### config.mk
export PLATFORM = sky130hd
export DESIGN_NAME = axi_ctrl_status_regs
export DESIGN_NICKNAME = d
export VERILOG_FILES = /design/src/rtl/cfg_regs_pkg.sv /design/src/rtl/axi_lite_slave_if.sv /design/src/rtl/axi_ctrl_status_regs.sv
export SDC_FILE = /design/constraint.sdc
export NUM_CORES = 1
export LEC_CHECK = 0
export BUFFER_PORTS_ARGS = -buffer_cell sky130_fd_sc_hd__buf_2
export CORE_UTILIZATION = 58
export CTS_CLUSTER_SIZE = 16
export DETAILED_ROUTE_END_ITERATION = 8
export GPL_TIMING_DRIVEN = 0
export PLACE_DENSITY = 0.85
export RECOVER_POWER = 25
export SLEW_MARGIN = 10
export SYNTH_ARGS = -nofsm -noshare
export SYNTH_HDL_FRONTEND = slang
export SYNTH_HIERARCHICAL = 1
export SYNTH_SLANG_ARGS = --single-unit
### constraint.sdc
create_clock -name s_axi_aclk -period 10.25 [get_ports s_axi_aclk]
set_input_delay 2.5625 -clock s_axi_aclk [delete_from_list [all_inputs] [get_ports s_axi_aclk]]
set_output_delay 2.5625 -clock s_axi_aclk [all_outputs]
set_load 0.01 [all_outputs]
### src/rtl/cfg_regs_pkg.sv
// Shared word map, response codes and FSM state types for the AXI4-Lite control/status bank.
// `VERSION can be overridden on the command line; it defaults to the value below.
`ifndef VERSION
`define VERSION 32'h0002_0100
`endif

package cfg_regs_pkg;

    localparam int VERSION_IDX    = 0;
    localparam int FLAGS_IDX      = 1;
    localparam int PULSE_IDX      = 2;
    localparam int EVENT_IDX      = 3;
    localparam int EVENT_MASK_IDX = 4;
    localparam int CTRL_BASE      = 5;

    localparam logic [1:0] RESP_OKAY   = 2'b00;
    localparam logic [1:0] RESP_SLVERR = 2'b10;

    typedef enum logic {WR_IDLE, WR_RESP} wr_state_t;
    typedef enum logic {RD_IDLE, RD_DATA} rd_state_t;

    // Status words follow directly after the control words.
    function automatic int status_base(input int n_ctrl);
        return CTRL_BASE + n_ctrl;
    endfunction

    function automatic logic [31:0] strb_mask(input logic [3:0] strb);
        logic [31:0] m;
        for (int b = 0; b < 4; b++) begin
            m[8*b +: 8] = {8{strb[b]}};
        end
        return m;
    endfunction

endpackage

### src/rtl/axi_lite_slave_if.sv
// AXI4-Lite slave handshake: write FSM (IDLE/RESP) and read FSM (IDLE/DATA) feeding a simple
// register-core strobe interface. AW and W are only ever accepted together.
module axi_lite_slave_if
    import cfg_regs_pkg::*;
#(
    parameter int ADDR_WIDTH = 6
) (
    input  logic                  clk,
    input  logic                  resetn,
    input  logic [ADDR_WIDTH-1:0] s_axi_awaddr,
    input  logic [2:0]            s_axi_awprot,
    input  logic                  s_axi_awvalid,
    output logic                  s_axi_awready,
    input  logic [31:0]           s_axi_wdata,
    input  logic [3:0]            s_axi_wstrb,
    input  logic                  s_axi_wvalid,
    output logic                  s_axi_wready,
    output logic [1:0]            s_axi_bresp,
    output logic                  s_axi_bvalid,
    input  logic                  s_axi_bready,
    input  logic [ADDR_WIDTH-1:0] s_axi_araddr,
    input  logic [2:0]            s_axi_arprot,
    input  logic                  s_axi_arvalid,
    output logic                  s_axi_arready,
    output logic [31:0]           s_axi_rdata,
    output logic [1:0]            s_axi_rresp,
    output logic                  s_axi_rvalid,
    input  logic                  s_axi_rready,
    output logic                  wr_en,
    output logic [ADDR_WIDTH-3:0] wr_idx,
    output logic [31:0]           wr_data,
    output logic [3:0]            wr_strb,
    input  logic                  wr_err,
    output logic                  rd_en,
    output logic [ADDR_WIDTH-3:0] rd_idx,
    input  logic [31:0]           rd_data,
    input  logic                  rd_err
);

    wr_state_t wr_state, wr_state_next;
    rd_state_t rd_state, rd_state_next;
    logic      wr_accept, rd_accept;
    logic      unused_ok;

    assign unused_ok = &{1'b0, s_axi_awaddr[1:0], s_axi_araddr[1:0], s_axi_awprot, s_axi_arprot};

    always_ff @(posedge clk) begin
        if (!resetn) begin
            wr_state <= WR_IDLE;
            rd_state <= RD_IDLE;
        end else begin
            wr_state <= wr_state_next;
            rd_state <= rd_state_next;
        end
    end

    // Handshakes are gated by resetn so nothing is accepted while reset is held.
    always_comb begin
        wr_state_next = wr_state;
        wr_accept     = 1'b0;
        case (wr_state)
            WR_IDLE: if (resetn && s_axi_awvalid && s_axi_wvalid) begin
                wr_accept     = 1'b1;
                wr_state_next = WR_RESP;
            end
            WR_RESP: if (s_axi_bready) wr_state_next = WR_IDLE;
            default: wr_state_next = WR_IDLE;
        endcase
    end

    always_comb begin
        rd_state_next = rd_state;
        rd_accept     = 1'b0;
        case (rd_state)
            RD_IDLE: if (resetn && s_axi_arvalid) begin
                rd_accept     = 1'b1;
                rd_state_next = RD_DATA;
            end
            RD_DATA: if (s_axi_rready) rd_state_next = RD_IDLE;
            default: rd_state_next = RD_IDLE;
        endcase
    end

    assign s_axi_awready = wr_accept;
    assign s_axi_wready  = wr_accept;
    assign s_axi_bvalid  = (wr_state == WR_RESP);
    assign s_axi_arready = rd_accept;
    assign s_axi_rvalid  = (rd_state == RD_DATA);

    assign wr_en   = wr_accept;
    assign wr_idx  = s_axi_awaddr[ADDR_WIDTH-1:2];
    assign wr_data = s_axi_wdata;
    assign wr_strb = s_axi_wstrb;
    assign rd_en   = rd_accept;
    assign rd_idx  = s_axi_araddr[ADDR_WIDTH-1:2];

    always_ff @(posedge clk) begin
        if (!resetn) begin
            s_axi_bresp <= RESP_OKAY;
            s_axi_rresp <= RESP_OKAY;
            s_axi_rdata <= '0;
        end else begin
            if (wr_accept) s_axi_bresp <= wr_err ? RESP_SLVERR : RESP_OKAY;
            if (rd_accept) begin
                s_axi_rresp <= rd_err ? RESP_SLVERR : RESP_OKAY;
                s_axi_rdata <= rd_err ? '0 : rd_data;
            end
        end
    end

endmodule

### src/rtl/axi_ctrl_status_regs.sv
// Parametrised AXI4-Lite control/status register bank (RW, RO, W1P, W1C + masked irq).
// Optional feature macro CFG_REGS_SHADOW_EN: CTRL writes are staged and committed by PULSE bit 31.
module axi_ctrl_status_regs
    import cfg_regs_pkg::*;
#(
    parameter int C_S_AXI_DATA_WIDTH = 32,
    parameter int C_S_AXI_ADDR_WIDTH = 6,
    parameter int N_CTRL             = 4,
    parameter int N_STATUS           = 4,
    parameter int N_EVENTS           = 8
) (
    input  logic                            s_axi_aclk,
    input  logic                            s_axi_aresetn,
    input  logic [C_S_AXI_ADDR_WIDTH-1:0]   s_axi_awaddr,
    input  logic [2:0]                      s_axi_awprot,
    input  logic                            s_axi_awvalid,
    output logic                            s_axi_awready,
    input  logic [C_S_AXI_DATA_WIDTH-1:0]   s_axi_wdata,
    input  logic [C_S_AXI_DATA_WIDTH/8-1:0] s_axi_wstrb,
    input  logic                            s_axi_wvalid,
    output logic                            s_axi_wready,
    output logic [1:0]                      s_axi_bresp,
    output logic                            s_axi_bvalid,
    input  logic                            s_axi_bready,
    input  logic [C_S_AXI_ADDR_WIDTH-1:0]   s_axi_araddr,
    input  logic [2:0]                      s_axi_arprot,
    input  logic                            s_axi_arvalid,
    output logic                            s_axi_arready,
    output logic [C_S_AXI_DATA_WIDTH-1:0]   s_axi_rdata,
    output logic [1:0]                      s_axi_rresp,
    output logic                            s_axi_rvalid,
    input  logic                            s_axi_rready,
    output logic                            run,
    output logic [31:0]                     flags,
    output logic [32*N_CTRL-1:0]            ctrl_out,
    input  logic [32*N_STATUS-1:0]          status_in,
    output logic [31:0]                     pulse_out,
    input  logic [N_EVENTS-1:0]             event_in,
    output logic                            irq
);

    localparam int IDX_W       = C_S_AXI_ADDR_WIDTH - 2;
    localparam int STATUS_BASE = status_base(N_CTRL);
    localparam int N_WORDS     = STATUS_BASE + N_STATUS;

    generate
        if (N_WORDS > (1 << IDX_W) || C_S_AXI_DATA_WIDTH != 32 || N_EVENTS < 1 || N_EVENTS > 32)
        begin : g_bad_cfg
            $error("axi_ctrl_status_regs: unsupported parameter combination");
        end
    endgenerate

    logic             wr_en, rd_en, wr_err, rd_err;
    logic [IDX_W-1:0] wr_idx, rd_idx;
    logic [31:0]      wr_data, rd_data;
    logic [3:0]       wr_strb;
    logic             unused_ok;

    axi_lite_slave_if #(.ADDR_WIDTH(C_S_AXI_ADDR_WIDTH)) u_if (
        .clk(s_axi_aclk), .resetn(s_axi_aresetn),
        .s_axi_awaddr(s_axi_awaddr), .s_axi_awprot(s_axi_awprot),
        .s_axi_awvalid(s_axi_awvalid), .s_axi_awready(s_axi_awready),
        .s_axi_wdata(s_axi_wdata), .s_axi_wstrb(s_axi_wstrb),
        .s_axi_wvalid(s_axi_wvalid), .s_axi_wready(s_axi_wready),
        .s_axi_bresp(s_axi_bresp), .s_axi_bvalid(s_axi_bvalid), .s_axi_bready(s_axi_bready),
        .s_axi_araddr(s_axi_araddr), .s_axi_arprot(s_axi_arprot),
        .s_axi_arvalid(s_axi_arvalid), .s_axi_arready(s_axi_arready),
        .s_axi_rdata(s_axi_rdata), .s_axi_rresp(s_axi_rresp),
        .s_axi_rvalid(s_axi_rvalid), .s_axi_rready(s_axi_rready),
        .wr_en(wr_en), .wr_idx(wr_idx), .wr_data(wr_data), .wr_strb(wr_strb), .wr_err(wr_err),
        .rd_en(rd_en), .rd_idx(rd_idx), .rd_data(rd_data), .rd_err(rd_err)
    );

    logic [31:0]         flags_q, mask_q, pulse_q;
    logic [N_EVENTS-1:0] event_q, event_clr;
    logic                irq_q;
    logic [31:0]         ctrl_q   [N_CTRL];
    logic [31:0]         ctrl_view[N_CTRL];
    logic [31:0]         status_q [N_STATUS];
    logic [31:0]         wmask, wbits;
    int                  wr_ix, rd_ix;
    logic                pulse_hit;

    assign unused_ok = rd_en;
    assign wr_ix     = int'(wr_idx);
    assign rd_ix     = int'(rd_idx);
    assign wmask     = strb_mask(wr_strb);
    assign wbits     = wr_data & wmask;
    assign wr_err    = (wr_ix >= N_WORDS);
    assign pulse_hit = wr_en && (wr_ix == PULSE_IDX);
    assign event_clr = (wr_en && wr_ix == EVENT_IDX) ? wbits[N_EVENTS-1:0] : '0;

    always_ff @(posedge s_axi_aclk) begin
        if (!s_axi_aresetn) begin
            flags_q <= '0;
            mask_q  <= '0;
            pulse_q <= '0;
            event_q <= '0;
            irq_q   <= 1'b0;
            for (int i = 0; i < N_STATUS; i++) status_q[i] <= '0;
        end else begin
            pulse_q <= pulse_hit ? wbits : '0;
            if (wr_en && wr_ix == FLAGS_IDX)      flags_q <= (flags_q & ~wmask) | wbits;
            if (wr_en && wr_ix == EVENT_MASK_IDX) mask_q  <= (mask_q & ~wmask) | wbits;
            // A new event in the same cycle as its W1C clear keeps the bit set.
            event_q <= (event_q & ~event_clr) | event_in;
            irq_q   <= |(event_q & mask_q[N_EVENTS-1:0]);
            for (int i = 0; i < N_STATUS; i++) status_q[i] <= status_in[32*i +: 32];
        end
    end

`ifdef CFG_REGS_SHADOW_EN
    logic [31:0] shadow_q[N_CTRL];

    always_ff @(posedge s_axi_aclk) begin
        if (!s_axi_aresetn) begin
            for (int i = 0; i < N_CTRL; i++) begin
                shadow_q[i] <= '0;
                ctrl_q[i]   <= '0;
            end
        end else begin
            for (int i = 0; i < N_CTRL; i++) begin
                if (wr_en && wr_ix == CTRL_BASE + i)
                    shadow_q[i] <= (shadow_q[i] & ~wmask) | wbits;
                if (pulse_hit && wbits[31])
                    ctrl_q[i] <= shadow_q[i];
            end
        end
    end

    always_comb begin
        for (int i = 0; i < N_CTRL; i++) ctrl_view[i] = shadow_q[i];
    end
`else
    always_ff @(posedge s_axi_aclk) begin
        if (!s_axi_aresetn) begin
            for (int i = 0; i < N_CTRL; i++) ctrl_q[i] <= '0;
        end else begin
            for (int i = 0; i < N_CTRL; i++) begin
                if (wr_en && wr_ix == CTRL_BASE + i)
                    ctrl_q[i] <= (ctrl_q[i] & ~wmask) | wbits;
            end
        end
    end

    always_comb begin
        for (int i = 0; i < N_CTRL; i++) ctrl_view[i] = ctrl_q[i];
    end
`endif

    // Read mux sees register state before any write committing in the same cycle.
    always_comb begin
        rd_data = '0;
        rd_err  = 1'b0;
        if (rd_ix == VERSION_IDX)         rd_data = `VERSION;
        else if (rd_ix == FLAGS_IDX)      rd_data = flags_q;
        else if (rd_ix == EVENT_IDX)      rd_data = 32'(event_q);
        else if (rd_ix == EVENT_MASK_IDX) rd_data = mask_q;
        else if (rd_ix >= N_WORDS)        rd_err  = 1'b1;
        for (int i = 0; i < N_CTRL; i++)
            if (rd_ix == CTRL_BASE + i) rd_data = ctrl_view[i];
        for (int i = 0; i < N_STATUS; i++)
            if (rd_ix == STATUS_BASE + i) rd_data = status_q[i];
    end

    generate
        for (genvar i = 0; i < N_CTRL; i++) begin : g_ctrl_out
            assign ctrl_out[32*i +: 32] = ctrl_q[i];
        end
    endgenerate

    assign flags     = flags_q;
    assign run       = flags_q[0];
    assign pulse_out = pulse_q;
    assign irq       = irq_q;

endmodule

=== Word level (Yosys, flattened, before mapping) ===
Memory sizes are Yosys's and may differ from the RTL's.
Cells that the tools add are included.

* Register bits after elaboration: 143
* RAM bits: 256
* Word-level logic and storage cells: 126
* Memories: 2

{| class="wikitable"
|+ Memories
! name !! words !! width !! rd ports !! clocked after Yosys merged registers in !! wr ports !! RTL line !! RTL
|-
| ctrl_q || 4 || 32 || 4 || 0 || 4 || axi_ctrl_status_regs.sv:77 || <nowiki>logic [31:0] ctrl_q [N_CTRL];</nowiki>
|-
| status_q || 4 || 32 || 4 || 0 || 4 || axi_ctrl_status_regs.sv:79 || <nowiki>logic [31:0] status_q [N_STATUS];</nowiki>
|}

* Magnitude comparators: 2
* Equal/unequal tests: 19
* Multiplexer cells: 51
* Bitwise operators: 28
* Reduce and logical (&&, ||, !) cells: 14

{| class="wikitable"
|+ Operators by type and width
! cell !! count
|-
| 2-to-1 mux 32 bit || 21
|-
| bitwise AND 32 bit || 7
|-
| OR 32 bit || 6
|-
| equality test 4 bit, second input constant || 13
|-
| zero test 32 bit || 1
|-
| NOT 32 bit || 1
|-
| 2-to-1 mux 1 bit || 25
|-
| bitwise AND 8 bit || 2
|-
| equality test 4 x 3 -> 1 bit, second input constant || 4
|-
| logical AND 1 bit || 11
|-
| equality test 4 x 2 -> 1 bit, second input constant || 2
|-
| greater-or-equal comparator 4 bit, second input constant || 2
|-
| 2-to-1 mux 8 bit || 1
|-
| NOT 8 bit || 1
|-
| OR 1 bit || 8
|-
| OR 8 bit || 1
|-
| OR reduction 8 bit || 1
|-
| 2-to-1 mux 2 bit || 2
|-
| case mux 1 bit (2 select lines) || 2
|-
| NOT 1 bit || 2
|-
| AND reduction 2 bit || 1
|}

=== Logic depth before layout (Yosys ltp) ===
Gate-level depths: netlist of run 1.

* Depth in word-level cells: 14
* Gate-level depth with buffers: 11
* Depth with buffers taken out: 6

=== By module ===
Netlist of run 1, hierarchy kept.

{| class="wikitable"
|+ By module, submodules not included
! module !! instances !! cells an instance !! area an instance (um2) !! seq. area each (um2)
|-
| axi_ctrl_status_regs || 1 || 1,549 || 16,254.3 || 8,508.2
|-
| axi_lite_slave_if || 1 || 212 || 1,786.7 || 720.7
|}

=== Worst setup path after synthesis of run 1 ===
Ideal clock, no wire load.

* Path kind: input to register
* Start: in s_axi_aresetn
* End: mem ctrl_q[2][0], enable pin
* Arrival time: 5.613 ns
* Data required time: 9.784 ns
* Setup slack: 4.171 ns
* Cell stages on the path: 6
* Buffers on the path: 2
* Cells stage by stage: inv_2 buf_1 nor2_1 buf_4 nand2_1 o21ai_0

{| class="wikitable"
|+ RTL lines
! element !! RTL line !! RTL
|-
| start, declared || axi_ctrl_status_regs.sv:13 || <nowiki>input logic s_axi_aresetn,</nowiki>
|-
| end, declared || axi_ctrl_status_regs.sv:77 ||
|}

=== Final worst setup path of run 1 ===
* Start: in s_axi_aresetn
* End: out s_axi_wready

* Longest elaborated chain between the ends: 4

{| class="wikitable"
|+ Ends and longest elaborated chain
! element !! RTL line !! RTL
|-
| logical AND 1 bit (2 in series) || axi_lite_slave_if.sv:62 || <nowiki>WR_IDLE: if (resetn && s_axi_awvalid && s_axi_wvalid) begin</nowiki>
|-
| 2-to-1 mux 1 bit || axi_lite_slave_if.sv:62 ||
|-
| 2-to-1 mux 1 bit || axi_lite_slave_if.sv:61 || <nowiki>case (wr_state)</nowiki>
|-
| end, declared || axi_ctrl_status_regs.sv:21 || <nowiki>output logic s_axi_wready,</nowiki>
|}

No other way between the ends.

==> impl_summary.md, run 1 <==
Outcome
The run finished with clean final reports.

Route
The number of design rule violations left after detail routing is 0. The number of detailed-route iterations in the first pass is 8. The initial DRC count is around 2100. After detailed routing, the total wire length is 69.0 mm.

Across all layers, the routed design uses roughly 17000 vias. The vias per cell is 6.33. Dividing the detail-routed wire length by the instance count gives ~26 um. The number of nets with antenna violations after detailed routing is 0.

Global route
The total grt overflow is 0. The maximum number of pins on one net before global-route repair is 22. The number of antenna violations at the first check in global routing is 4. The number of global-route vias before repair is between 15000 and 20000.

The first global-routing pass estimated between 90 and 100 mm of wire. The total routing usage reported by global routing is 0.425.

Floorplanning
The floorplan step defined a core boundary enclosing around 30000 um2. The floorplan step defined a die boundary enclosing roughly 32000 um2. Pin placement for this block handled between 400 and 500 I/O pins.

The number of cell rows is 64. The starting density of the core is 0.590. The die span in y is ~180 um. The die width is ~180 um.

Final layout
The final non-filler cell total is 2615. Relative to the synthesized area, the layout overhead comes to 20.9%. The core occupancy in the finished layout is 0.713. The fraction of final layout cells sized beyond drive strength 1 is 0.269. For this run, the post-layout net count is about 2400.

Timing
Setup violations remaining at the end of the flow were counted as 0. Static timing analysis puts the maximum clock frequency at around 150 MHz. Headroom to the max-slew limit came out at 0.149. The final critical-path required period is between 6 and 7 ns. Setup repair after global routing left no endpoint under its margin.

The hold slack is 0.455 ns. The part of the cycle the worst path needs is 0.653. The largest clock skew in the final design is about 0.023 ns. The count of endpoints failing hold in the final timing report was 0.

The worst-margin pin slew is about 1.3 ns. The final-report max-slew violation count is 0. The total negative slack for setup checks is 0 ns.

Run
The tool flagged a number of max-cap violations equal to 0.

Placement
The final HPWL from detailed placement is around 50 mm. The number of placed instances, taps included, is roughly 2500. The final weighted congestion in routability-driven placement is about 0.97.

Buffers placed on the I/O ports in this run total 375.

Power
Across the VDD grid, the largest voltage drop is about 0.12 mV. The sum of internal, switching and leakage power is about 3.6 mW. The portion of total power attributed to the clock network is 0.421.

The share of total power dissipated in combinational logic is 0.109. The net switching power is 936 uW. In this run the power density over the cells is roughly 170 nW/um2. Of the total power, the share spent switching nets is 0.257. The internal power of the cells totals roughly 2.7 mW. The sequential group share of total power is 0.471. The leakage component of the power is 9.14 nW.

Clock tree
TritonCTS built the clock tree. CTS built an H-tree with a depth of 2. The clock network latency to the later pin of the worst-skew pair is approximately 0.56 ns. The buffer cell driving the clock tree root is sky130_fd_sc_hd__clkbuf_16. TritonCTS created between 40 and 50 clock buffers. The clock passes through at most 3 buffers.

The number of gates resized after CTS was 0. After clock tree synthesis, the setup repair step added 0 buffers. The CTS clock-pin slew for the worst setup and hold paths is around 0.06 ns.

Counting every sink on the clock net gives 397. Hold repair after CTS inserted 0 buffers.

Yosys
After synthesis, the mean cell area works out to approximately 10 um2. The cell area that synthesis handed to floorplanning was about 18000 um2. The share of synthesized registers carrying an async set or reset is 0. The portion of the post-synthesis area used by sequential elements is 0.512. The synthesized design contains ~130 enable-type register cells. The register bit total from synthesis is 397. The distinct cell type count of the synthesized netlist is between 70 and 80.

Synthesis handed over a netlist of roughly 1800 instances. The dominant synthesized flop cell is sky130_fd_sc_hd__dfxtp_1. Yosys printed 6 warnings.

Critical path
The combined buffer and inverter count along the critical path is 5. The critical path in this run is classified as in -> out. On the critical path, the stage with the largest delay is an instance of sky130_fd_sc_hd__nor2_1. STA classifies the critical path startpoint as a primary input.

The top fanout value on the critical path is 10. In this design, the largest share of critical-path delay is due to buffers and inverters. The worst endpoint required time is between 7 and 8 ns. Traced cell by cell, the critical path runs through clkbuf_1 -> inv_1 -> buf_1 -> nor2_1 -> buf_4 -> buf_2.

The nature of the critical path endpoint is an output port. The largest single stage delay on the critical path is 0.57 ns. The arrival time at the worst endpoint is 4.13 ns.

Worst hold path
The classification of the worst-slack hold path is reg -> reg.
-- routing by layer --
layer  GRT usage  vias up  routed length, um  share of wire
li1            -     6972                  -              -
met1       0.535     7853              24100           0.35
met2       0.658     1410              30800           0.45
met3      0.0906      317               8750           0.13
met4       0.280        6               5320          0.077
met5           0        -                 34        0.00049
-- cells in the mapped netlist, drive strengths merged, types with 5 or more instances --
cell / number / area, um2
dfxtp: 269 / 5390
a21oi: 177 / 1110
nor2: 144 / 543
nand2b: 140 / 883
and2: 131 / 820
edfxtp: 128 / 3840
buf: 117 / 875
nand2: 106 / 398
mux2i: 95 / 951
o21ai: 69 / 349
clkbuf: 67 / 251
nand3b: 35 / 263
a22oi: 30 / 225
inv: 26 / 97.6
o22ai: 25 / 156
a22o: 24 / 210
a211oi: 17 / 128
nor2b: 17 / 116
mux2: 16 / 180
nand3: 16 / 150
a2bb2oi: 12 / 105
o221ai: 12 / 105
mux4: 10 / 225
and3: 9 / 56.3
nand4: 5 / 46.3
nor3b: 5 / 65.1
-- path summary, 6_finish.rpt --
path,startpoint,endpoint,slack (ns),depth (start not counted)
hold reg to reg,u_if/s_axi_rdata[31],u_if/s_axi_rdata[31],0.45,2
hold / removal,u_if/s_axi_rdata[31],u_if/s_axi_rdata[31],0.45,2
setup / recovery,s_axi_aresetn,s_axi_wready,3.56,6
setup reg to reg,u_if/s_axi_bvalid,ctrl_q[3][20],7.27,7
-- placed cells by master, fill, tap and decap left out, types with 12 or more instances in the layout --
master                      instances
sky130_fd_sc_hd__clkbuf_1         152
sky130_fd_sc_hd__a211oi_1          17
sky130_fd_sc_hd__a21oi_1          117
sky130_fd_sc_hd__inv_1             26
sky130_fd_sc_hd__a22oi_1           30
sky130_fd_sc_hd__a22o_1            24
sky130_fd_sc_hd__a2bb2oi_1         12
sky130_fd_sc_hd__and2_1            60
sky130_fd_sc_hd__buf_2            330
sky130_fd_sc_hd__edfxtp_1         128
sky130_fd_sc_hd__a21oi_2           60
sky130_fd_sc_hd__nor2_1           143
sky130_fd_sc_hd__buf_4             70
sky130_fd_sc_hd__nand3b_1          35
sky130_fd_sc_hd__mux2_2            16
sky130_fd_sc_hd__buf_6             18
sky130_fd_sc_hd__o21ai_0           56
sky130_fd_sc_hd__nand2b_1         139
sky130_fd_sc_hd__mux2i_1           95
sky130_fd_sc_hd__nor2b_1           15
sky130_fd_sc_hd__o221ai_1          12
sky130_fd_sc_hd__and2_0            71
sky130_fd_sc_hd__dfxtp_1          269
sky130_fd_sc_hd__o22ai_1           25
sky130_fd_sc_hd__nand2_1          103
sky130_fd_sc_hd__clkbuf_16         45
-- power by group through the flow --
stage          Combinational [mW]  Sequential [mW]  Clock [mW]
6_report                    0.396             1.72        1.53
5_1_grt                     0.413             1.72        1.59
4_1_cts                     0.385             1.71        1.53
3_5_place_dp                0.382             1.75           0
3_3_place_gp                0.372             1.75           0
2_1_floorplan               0.211             1.75           0
-- worst min-delay path, stage by stage, from the launching register on --
cell and delay, ns:
sky130_fd_sc_hd__dfxtp_1 0.31, sky130_fd_sc_hd__nand2_1 0.05, sky130_fd_sc_hd__a21oi_1 0.05
-- cell families after synthesis --
family	count (synthesis)	synth area share
other	1	0.000208
muxes	121	0.0752
and+or+nand+nor	624	0.192
DFF	397	0.512
buffers and inverters	210	0.0678
AOI/OAI and AO/OA	408	0.153
-- per-stage QoR --
step           setup slack [ns]  cell area (um2)
2_1_floorplan              4.17            18000
5_1_grt                    3.58            21800
3_3_place_gp               1.74            20400
3_5_place_dp               3.85            20500
6_report                   3.56            21800
4_1_cts                    3.85            21900
-- area by class of cell --
type | instances | area [um2]
antenna | 1 | 2.50
sequential | 397 | 9230
timing repair buffer | 379 | 1890
multi-input combinational | 1155 | 7610
inverter | 26 | 97.6
fill | 2341 | 8780
clock inverter | 11 | 90.1
clock buffer | 66 | 1280
buffer | 184 | 1120
tap | 396 | 495
Note: power is estimated with default switching activity, not from simulation.
==> run 2: changes to the inputs <==
CORE_UTILIZATION = 49   (was 58)
PLACE_DENSITY = 0.77   (was 0.85)
clock period = 5.99 ns   (was 10.25 ns; I/O delays follow)
==> run 2 against run 1 <==
Net effect: wire length up 1.8%; via count down 3.0%; total power up 75%; highest routed layer unchanged.
==> impl_summary.md, run 2 (synthesis results as in run 1) <==
Power
The net switching power is 1.64 mW (+75%). The sum of internal, switching and leakage power was 6.37 mW (+75%). The switching power share of the total is 0.257 (+0.000333).

The worst IR drop on VDD was 0.207 mV (+67%). The ratio of total power to cell area is 290 nW/um2 (+73%). The sequential group share of total power is 0.460 (-0.011). The leakage component of the power is 9.24 nW (+1.1%). The portion of total power attributed to combinational logic is 0.106 (-0.003). The portion of total power attributed to the clock network is 0.433 (+0.012). The internal power component came to 4.74 mW (+75%).

Timing
The count of endpoints failing hold in the final timing report is 0 (unchanged). The largest clock skew in the final design is 0.0129 ns (-0.00965 ns). The worst-margin pin slew came to 0.831 ns (-0.442 ns). The total negative slack for setup checks came to 0 ns (unchanged). Setup repair after global routing left no endpoint under its margin. Dividing the final minimum period by the clock period gives 0.738.

The final count of negative-setup-slack endpoints is 0 (unchanged). The worst path needs 4.42 ns of the cycle, external delays included. The worst slew margin relative to its limit is 0.442 (+0.293). The final-report max-slew violation count is 0 (unchanged). For this run, the top clock speed supported by timing is roughly 230 MHz.

Final layout
Leaving out fill and tap cells, the most frequent cell in the layout is sky130_fd_sc_hd__buf_2. The fraction of final layout cells sized beyond drive strength 1 came to 0.277 (+0.00787). The signed area change from the synthesized netlist to the final layout is 21.9%. The final non-filler cell total is 2684 (+2.6%).

The layout filler cell count came to 3028 (+29%). The finished layout cell area is 22000 um2 (+0.88%). The count of nets after finishing is 2384 (+0.084%). In the layout the commonest cells are sky130_fd_sc_hd__buf_2, sky130_fd_sc_hd__dfxtp_1, sky130_fd_sc_hd__nor2_1.

Worst hold path
In this run the worst hold path is classified as reg -> reg.

Route
The number of detailed-route iterations in the first pass came to 7 (-1). The number of vias after detailed routing is 16066 (-3.0%). The routed wirelength normalized by instance count is 26.2 um (-0.85%). The number of design rule violations left after detail routing is 0 (unchanged). The initial DRC count is 1808 (-14%).

The number of nets with antenna violations after detailed routing came to 0 (unchanged). The vias per cell came to 5.99 (-5.5%). The overall routed net length is 70.3 mm (+1.8%).

Placement
The final weighted congestion in routability-driven placement is 0.991 (+2.1%). The placed cell count is 2603 (+2.6%). The placed standard-cell area is 20600 um2 (+0.42%). The final HPWL from detailed placement is 53.3 mm (+3.8%). The number of port buffers is 375 (unchanged).

Clock tree
The count of clock tree sinks is 397 (unchanged). The maximum buffer depth of the clock tree was 3 (unchanged). The cell sitting at the root of the clock tree is a sky130_fd_sc_hd__clkbuf_16. The clock network latency to the later pin of the worst-skew pair is 0.58 ns (+0.02 ns). The hold buffer count at CTS is 0 (unchanged).

The number of buffers added by the clock tree synthesis step is 43 (+2.4%). The depth of the CTS H-tree is 2 (unchanged). The CTS clock-pin slew for the worst setup and hold paths is 0.06 ns (about the same). The number of buffers added for setup after CTS is 0 (unchanged). The number of gates given a new drive strength after cts came to 0 (unchanged).

The TritonCTS clock tree is built.

Critical path
The worst setup path is of the in -> out kind. The family of cells with the greatest summed delay on the critical path is buffers and inverters. The signal on the critical path passes through clkbuf_1 -> inv_1 -> buf_1 -> nor2_1 -> buf_4 -> buf_2. The nature of the critical path endpoint is an output port. The top fanout value on the critical path is 10 (unchanged). The delay of the slowest cell on the worst path is 0.48 ns (-0.09 ns). The combined buffer and inverter count along the critical path was 5 (unchanged). The kind of start point of the critical path is a primary input. The worst endpoint required time is 4.49 ns (-3.20 ns). The arrival time at the worst endpoint is 2.92 ns (-1.21 ns). The slowest cell on the critical path is sky130_fd_sc_hd__nor2_1.

Run
The number of max-capacitance violations reported came to 0 (unchanged).

Floorplanning
The starting density of the core is 0.502 (-0.0874). The number of placed I/O pins is 432 (unchanged). The area of the core is 35900 um2 (+17%). The number of cell rows was 69 (+7.8%).

The die width is 194 um (+8.7%). The die span in y is 194 um (+8.7%). The area of the die is 37600 um2 (+18%).

Global route
The number of global-route vias before repair is 15375 (-2.4%). The maximum number of pins on one net before global-route repair came to 21 (-4.5%). The total routing usage reported by global routing came to 0.363 (-0.0623).

The global-route wire length before repair is 100 mm (+2.1%). The number of antenna violations at the first check in global routing came to 6 (+2). The total grt overflow came to 0 (unchanged).

Outcome
The flow ran to the end, and the final reports show no timing, DRC or antenna violations.
==> run 2: power by group through the flow <==
stage | combinational (mW) | clock [mW] | sequential [mW]
2_1_floorplan | 0.361 | 0 | 2.99
3_3_place_gp | 0.646 | 0 | 2.99
3_5_place_dp | 0.663 | 0 | 2.99
4_1_cts | 0.667 | 2.77 | 2.93
5_1_grt | 0.709 | 2.87 | 2.94
6_report | 0.678 | 2.76 | 2.93
==> run 2: final cells by class <==
type | instances | area, um2 | area share
sequential | 397 | 9230 | 0.420
multi-input combinational | 1155 | 7610 | 0.346
timing repair buffer | 380 | 1900 | 0.0866
clock buffer | 53 | 1160 | 0.0530
buffer | 184 | 1120 | 0.0508
tap | 461 | 577 | 0.0262
clock inverter | 25 | 288 | 0.0131
inverter | 26 | 97.6 | 0.00444
antenna | 3 | 7.51 | 0.000341
==> run 2: through the flow <==
step                hold slack (ns)  worst slack (ns)   util
floorplan                     0.456             0.976      -
global placement              0.441             -1.53  0.571
detailed placement            0.445              1.67  0.574
CTS                           0.453              1.71  0.615
global route                  0.471              1.49  0.612
finish                        0.458              1.57  0.613
==> run 2: routing by layer <==
layer | routed length (um) | GRT usage
met2 | 31800 | 0.577
met3 | 7080 | 0.0717
met1 | 26600 | 0.452
met5 | 16 | 0
met4 | 4790 | 0.232
==> run 2: worst reg2reg max path, cell delays in order, from the launching register on <==
cell and delay [ns]:
sky130_fd_sc_hd__dfxtp_1 0.32, sky130_fd_sc_hd__nand3b_1 0.23, sky130_fd_sc_hd__nor2_1 0.45, sky130_fd_sc_hd__buf_4 0.25
sky130_fd_sc_hd__nor2b_1 0.22, sky130_fd_sc_hd__buf_4 0.29, sky130_fd_sc_hd__nand3_1 0.12, sky130_fd_sc_hd__nand2_2 0.45
sky130_fd_sc_hd__buf_16 0.25
==> run 2: worst paths after layout <==
path / startpoint / end / slack, ns / depth (start not counted)
worst max register to register: u_if/s_axi_bvalid / ctrl_q[0][16] / 3.11 / 8
worst max-delay path: s_axi_aresetn / s_axi_wready / 1.57 / 6
worst min register to register: u_if/s_axi_rdata[2] / u_if/s_axi_rdata[2] / 0.46 / 2
worst min-delay path: u_if/s_axi_rdata[2] / u_if/s_axi_rdata[2] / 0.46 / 2
